--- src/rtl/song_sequencer_pkg.sv ---
// song_sequencer_pkg: shared widths, FSM state encoding and ROM word field helpers
// Used by song_sequencer, song_idx_counter and song_sequencer_if.
package song_sequencer_pkg;
    localparam int NOTE_W   = 6;
    localparam int DUR_W    = 6;
    localparam int IDX_W    = 5;
    localparam int SONG_W   = 4;
    localparam int ADDR_W   = SONG_W + IDX_W;
    localparam int WORD_W   = NOTE_W + DUR_W;
    localparam int NOTE_LSB = DUR_W;
    localparam int DUR_LSB  = 0;

    localparam logic [NOTE_W-1:0] NOTE_REST = '0;
    localparam logic [DUR_W-1:0]  DUR_END   = '0;

    typedef enum logic [2:0] {
        IDLE      = 3'd0,
        FETCH     = 3'd1,
        LOAD      = 3'd2,
        WAIT_NOTE = 3'd3,
        DONE      = 3'd4
    } state_t;

    function automatic logic [NOTE_W-1:0] word_note(input logic [WORD_W-1:0] w);
        return w[NOTE_LSB +: NOTE_W];
    endfunction

    function automatic logic [DUR_W-1:0] word_dur(input logic [WORD_W-1:0] w);
        return w[DUR_LSB +: DUR_W];
    endfunction
endpackage

--- src/rtl/song_sequencer_if.sv ---
// song_sequencer_if: MCU, song ROM and note player signals of the sequencer
// master: MCU/ROM/note-player side; slave: the sequencer itself.
interface song_sequencer_if;
    import song_sequencer_pkg::*;
    logic              play;
    logic              reset_player;
    logic [SONG_W-1:0] song;
    logic              note_done;
    logic [ADDR_W-1:0] rom_addr;
    logic [WORD_W-1:0] rom_data;
    logic [NOTE_W-1:0] note;
    logic [DUR_W-1:0]  duration;
    logic              new_note;
    logic              song_done;

    modport master (
        output play, reset_player, song, note_done, rom_data,
        input  rom_addr, note, duration, new_note, song_done
    );

    modport slave (
        input  play, reset_player, song, note_done, rom_data,
        output rom_addr, note, duration, new_note, song_done
    );
endinterface

--- src/rtl/song_idx_counter.sv ---
// song_idx_counter: entry index within the current song, with clear, increment and last-entry flag
// Ports: clk, reset (async active-low), i_clr, i_inc, o_idx, o_last.
module song_idx_counter
    import song_sequencer_pkg::*;
(
    input  logic             clk,
    input  logic             reset,
    input  logic             i_clr,
    input  logic             i_inc,
    output logic [IDX_W-1:0] o_idx,
    output logic             o_last
);
    logic [IDX_W-1:0] r_idx;

    always_ff @(posedge clk or negedge reset) begin
        if (!reset)     r_idx <= '0;
        else if (i_clr) r_idx <= '0;
        else if (i_inc) r_idx <= r_idx + 1'b1;
    end

    assign o_idx  = r_idx;
    assign o_last = &r_idx;
endmodule

--- src/rtl/song_sequencer.sv ---
// song_sequencer: walks a song's ROM entries and hands {note, duration} to the note player
// Ports: clk, reset (async active-low), bus (slave): play/reset_player/song from the MCU,
// rom_addr/rom_data to the registered song ROM, note/duration/new_note/note_done with the
// note player, song_done back to the MCU.
module song_sequencer
    import song_sequencer_pkg::*;
(
    input  logic                clk,
    input  logic                reset,
    song_sequencer_if.slave     bus
);
    state_t            r_state, w_next;
    logic [NOTE_W-1:0] r_note, w_note;
    logic [DUR_W-1:0]  r_dur, w_dur;
    logic              r_new, w_new;
    logic              r_done, w_done;
    logic              w_clr, w_inc, w_last;
    logic [IDX_W-1:0]  w_idx;

    song_idx_counter u_idx (
        .clk    (clk),
        .reset  (reset),
        .i_clr  (w_clr),
        .i_inc  (w_inc),
        .o_idx  (w_idx),
        .o_last (w_last)
    );

    always_ff @(posedge clk or negedge reset) begin
        if (!reset) begin
            r_state <= IDLE;
            r_note  <= NOTE_REST;
            r_dur   <= '0;
            r_new   <= 1'b0;
            r_done  <= 1'b0;
        end else begin
            r_state <= w_next;
            r_note  <= w_note;
            r_dur   <= w_dur;
            r_new   <= w_new;
            r_done  <= w_done;
        end
    end

    // Strobes are computed for the state being left, so they appear in the following cycle.
    always_comb begin
        w_next = r_state;
        w_note = r_note;
        w_dur  = r_dur;
        w_new  = 1'b0;
        w_done = 1'b0;
        w_clr  = 1'b0;
        w_inc  = 1'b0;
        if (bus.reset_player) begin
            w_next = IDLE;
            w_note = NOTE_REST;
            w_dur  = '0;
            w_clr  = 1'b1;
        end else begin
            case (r_state)
                IDLE:  w_next = bus.play ? FETCH : IDLE;
                FETCH: w_next = LOAD;
                LOAD: begin
                    if (word_dur(bus.rom_data) == DUR_END) begin
                        w_next = DONE;
                    end else begin
                        w_next = WAIT_NOTE;
                        w_note = word_note(bus.rom_data);
                        w_dur  = word_dur(bus.rom_data);
                        w_new  = 1'b1;
                    end
                end
                WAIT_NOTE: begin
                    if (bus.note_done) begin
                        w_inc  = !w_last;
                        w_next = w_last ? DONE : (bus.play ? FETCH : IDLE);
                    end
                end
                DONE: begin
                    w_next = IDLE;
                    w_note = NOTE_REST;
                    w_dur  = '0;
                    w_clr  = 1'b1;
                    w_done = 1'b1;
                end
                default: w_next = IDLE;
            endcase
        end
    end

    assign bus.rom_addr  = {bus.song, w_idx};
    assign bus.note      = r_note;
    assign bus.duration  = r_dur;
    assign bus.new_note  = r_new;
    assign bus.song_done = r_done;
endmodule

--- src/flat_wrapper.sv ---
// flat-port wrapper written by rule: the top's interface ports become plain ports
module song_sequencer_flat import song_sequencer_pkg::*;
  (clk, reset, bus_play, bus_reset_player, bus_song, bus_note_done, bus_rom_data, bus_rom_addr, bus_note, bus_duration, bus_new_note, bus_song_done);
  song_sequencer_if bus_i ();
  input  logic clk;
  input  logic reset;
  input wire logic [$bits(bus_i.play)-1:0] bus_play;
  input wire logic [$bits(bus_i.reset_player)-1:0] bus_reset_player;
  input wire logic [$bits(bus_i.song)-1:0] bus_song;
  input wire logic [$bits(bus_i.note_done)-1:0] bus_note_done;
  input wire logic [$bits(bus_i.rom_data)-1:0] bus_rom_data;
  output wire logic [$bits(bus_i.rom_addr)-1:0] bus_rom_addr;
  output wire logic [$bits(bus_i.note)-1:0] bus_note;
  output wire logic [$bits(bus_i.duration)-1:0] bus_duration;
  output wire logic [$bits(bus_i.new_note)-1:0] bus_new_note;
  output wire logic [$bits(bus_i.song_done)-1:0] bus_song_done;
  assign bus_i.play = bus_play;
  assign bus_i.reset_player = bus_reset_player;
  assign bus_i.song = bus_song;
  assign bus_i.note_done = bus_note_done;
  assign bus_i.rom_data = bus_rom_data;
  assign bus_rom_addr = bus_i.rom_addr;
  assign bus_note = bus_i.note;
  assign bus_duration = bus_i.duration;
  assign bus_new_note = bus_i.new_note;
  assign bus_song_done = bus_i.song_done;
  song_sequencer u_core (.clk(clk), .reset(reset), .bus(bus_i));
endmodule
--- config.mk ---
export PLATFORM = sky130hd
export DESIGN_NAME = song_sequencer_flat
export DESIGN_NICKNAME = d
export VERILOG_FILES = /design/src/rtl/song_sequencer_pkg.sv /design/src/rtl/song_sequencer_if.sv /design/src/rtl/song_idx_counter.sv /design/src/rtl/song_sequencer.sv /design/src/flat_wrapper.sv
export SDC_FILE = /design/constraint.sdc
export NUM_CORES = 1
export LEC_CHECK = 0
export CAP_MARGIN = 20
export CORE_MARGIN = 2
export CORE_UTILIZATION = 45
export CTS_CLUSTER_DIAMETER = 200
export DETAILED_ROUTE_END_ITERATION = 7
export PLACE_DENSITY = 0.82
export SLEW_MARGIN = 20
export SYNTH_ARGS = -nofsm -noshare
export SYNTH_HDL_FRONTEND = slang
export SYNTH_SLANG_ARGS = --single-unit
export TNS_END_PERCENT = 100
--- constraint.sdc ---
create_clock -name clk -period 3.9 [get_ports clk]
set_clock_uncertainty 0.05 [all_clocks]
set_input_delay 0.39 -clock clk [delete_from_list [all_inputs] [get_ports clk]]
set_output_delay 0.39 -clock clk [all_outputs]
set_load 0.02 [all_outputs]
==> impl_metrics.yaml <==
sta:
  hold_viol: 0
  rsz0062_at_grt: "false"
  min_period_ps: 1980
  final.period_utilization_pct: 50.7
  timing.final.ws_setup_ps: 1920
  clock.fmax_ghz: 0.505
  finalSetupViolations: 0
  maxSlewHeadroom_pct: 35.3
  tns_ps: 0
  worst_slew_pin_slew_ps: 968
  whs_ps: 465
  finalMaxSlewViolations: 0
detailed_routing:
  dr.pass1.iters: 3
  via_per_inst: 5.45
  top_layer: "met4"
  wl_met1_um: 1050
  ant_nets: 0
  wl_met2_um: 1160
  wl_met3_um: 123
  wl_um: 2360
  drtIter0Drc: 13
  wl_per_cell_um: 14.1
  num_vias: 916
  drc: 0
logic_synthesis:
  synthesis.nets: 132
  synth_area_leader_cell: "dfrtp_1"
  ys_top_cells_by_area: "dfrtp_1 48%, mux2i_1 11%, nand3_1 6.6%, nand2_1 3.3%, nor3b_1 3.3%"
  netlist_area_um2: 1140
  ys_warn_count: 0
  synth.most_common_cell: "dfrtp_1"
  async_flop_share_pct: 100
  synth_edf_count: 0
  synth_cells: 109
  yosysSeqAreaShare_pct: 48.2
  ys_types: 31
  synthFlopType: "dfrtp_1"
  ys_seq_elements: 22
  avgSynthCellArea_um2: 10.5
  yosys.area.top_type_share_pct: 48.2
  ys_top_cells_by_count: "22 x dfrtp_1, 15 x nand3_1, 12 x mux2i_1, 10 x nand2_1, 5 x nor3b_1"
cells_and_area:
  area_delta_synth_final_pct: 31.1
  drive_above_1_share_pct: 6.52
  n_antenna_cell: 0
  fillers: 219
  instances_no_fill: 168
  seq_area_um2: 551
  multiInputGateArea_um2: 507
  fin_nets: 162
global_route:
  grt_max_degree: 24
  grt_pass1_vias: 909
  grt_pass1_wl_um: 3750
  antenna_found_initial: 0
  grt_util_all_layers_pct: 17.9
  gr-total-overflow: 0
clock_tree:
  clock_latency_ps: 310
  clk_pin_slew_ps: 120
  holdBufCountCts: 0
  cts_root_buffer: "clkbuf_4"
  htreeDepth: 1
  cts_setup_buffers: 0
  cts-buffers-inserted: 3
  clockBufferDepth: 2
  cts_sinks: 22
  cts_tree: "done"
  cts-resized-gates: 0
power_and_ir_drop:
  power_density_nw_per_um2: 311
  peakVddDrop_v: 0.000203
  p_leak_nw: 0.707
die:
  die_w_um: 54.4
  row_count: 18
  ios: 44
  core_area_um2: 2430
  die_h_um: 54.4
  start_util_pct: 46.9
  die_area_um2: 2950
placed_design:
  dpl.hpwl_um: 1760
  dp_slack_ps: 1590
  gp_congestion: 0.808
  numPortBuffers: 35
  dp_cells: 164
critical_path:
  cpMaxStageDelayCell: "nor4_1"
  critPathRequiredTime_ps: 4090
  cp-start-kind: "input port"
  path_cells: "clkdlybuf4s50_1 > nor4_1 > a21o_1 > mux2i_1"
  end_kind: "flip-flop"
  crit_family: "simple AND/OR/NAND/NOR gates"
  critical_path.max_stage_delay_ps: 560
  worstPathMaxFanout: 12
  cp.arrival_ps: 2170
  cp_num_buf_inv: 1
  crit_type: "input port to flip-flop"
status:
  status: "complete, no violations"
flow_run:
  drv_cap: 0
hold_path:
  min_path_type: "flip-flop to flip-flop"
## through the flow
| stage | utilization, % | cell area [µm²] | total power [mW] |
|---|---|---|---|
| 2_1_floorplan | - | 1140 | 0.307 |
| 3_3_place_gp | 60.0 | 1460 | 0.342 |
| 3_5_place_dp | 60.0 | 1460 | 0.344 |
| 4_1_cts | 61.5 | 1500 | 0.472 |
| 5_1_grt | 61.5 | 1500 | 0.487 |
| 6_report | 61.5 | 1500 | 0.466 |
## where the power goes
group,internal (mW),leakage (nW),total (mW),switching (mW)
clock,0.0571,0.0210,0.126,0.0693
sequential,0.239,0.303,0.249,0.0105
combinational,0.0472,0.383,0.0903,0.0430
total,0.343,0.707,0.466,0.123
## cell usage in the layout (no fill, tap or decap), types with 2 or more instances in the layout
cell             instances
inv_1                    4
a21oi_1                  3
a31o_1                   2
nand3b_1                 2
ha_1                     2
mux2i_1                 12
nor3b_1                  5
dfrtp_1                 22
a31o_2                   2
clkbuf_4                 3
and3_1                   2
nand2_1                 10
clkdlybuf4s50_1         35
nor2_1                   3
o21a_1                   2
nand3_1                 15
## worst reg2reg max path, stage by stage, from the launching register on
cell and delay [ps]:
dfrtp_1 440, ha_1 240, and3_1 190, ha_1 210, and4bb_2 340, nand3_1 190
mux2i_1 190
## worst paths after layout
path | from | to | slack (ps) | depth (start not counted)
min in group asynchronous | reset | u_core.r_state[1]$_DFFE_PN0P_ | 550 | 1
hold / removal | u_core.bus.duration[4]$_DFFE_PN0P_ | u_core.bus.duration[4]$_DFFE_PN0P_ | 460 | 1
setup / recovery | bus_rom_data[5] | u_core.bus.duration[2]$_DFFE_PN0P_ | 1920 | 4
hold reg to reg | u_core.bus.duration[4]$_DFFE_PN0P_ | u_core.bus.duration[4]$_DFFE_PN0P_ | 460 | 1
max in group asynchronous | reset | u_core.bus.duration[3]$_DFFE_PN0P_ | 2670 | 1
setup reg to reg | u_core.u_idx.o_idx[0]$_DFFE_PN0P_ | u_core.u_idx.o_idx[1]$_DFFE_PN0P_ | 1950 | 6
## final cells by class
| class | count | area share, % |
|---|---|---|
| clock buffers | 4 | 2.42 |
| inverters | 4 | 1.00 |
| multi-input cells | 73 | 33.9 |
| flip-flops and latches | 22 | 36.8 |
| well taps | 30 | 2.51 |
| repair buffers | 35 | 23.4 |
## layer usage
layer  track usage, %  vias to the layer above
met5                0                        -
met4             7.50                        0
met3             2.73                        3
met2             30.9                       28
met1             22.2                      442
li1                 -                      443
## cell families after synthesis
kind of cell,synth area share [%]
buffers and inverters,7.35
multiplexers,10.5
AO/OA/AOI/OAI,8.99
adder cells (fa/ha/maj),2.19
flip-flops,48.2
AND/OR/NAND/NOR,22.7
## registers in the layout, indices dropped and copies added (netlist names)
register and count:
u_core.bus.duration 6, u_core.r_state 3, u_core.bus.song_done 1, u_core.bus.new_note 1, u_core.bus.note 6, u_core.u_idx.o_idx 5
Power figures use the tool's default switching activity.
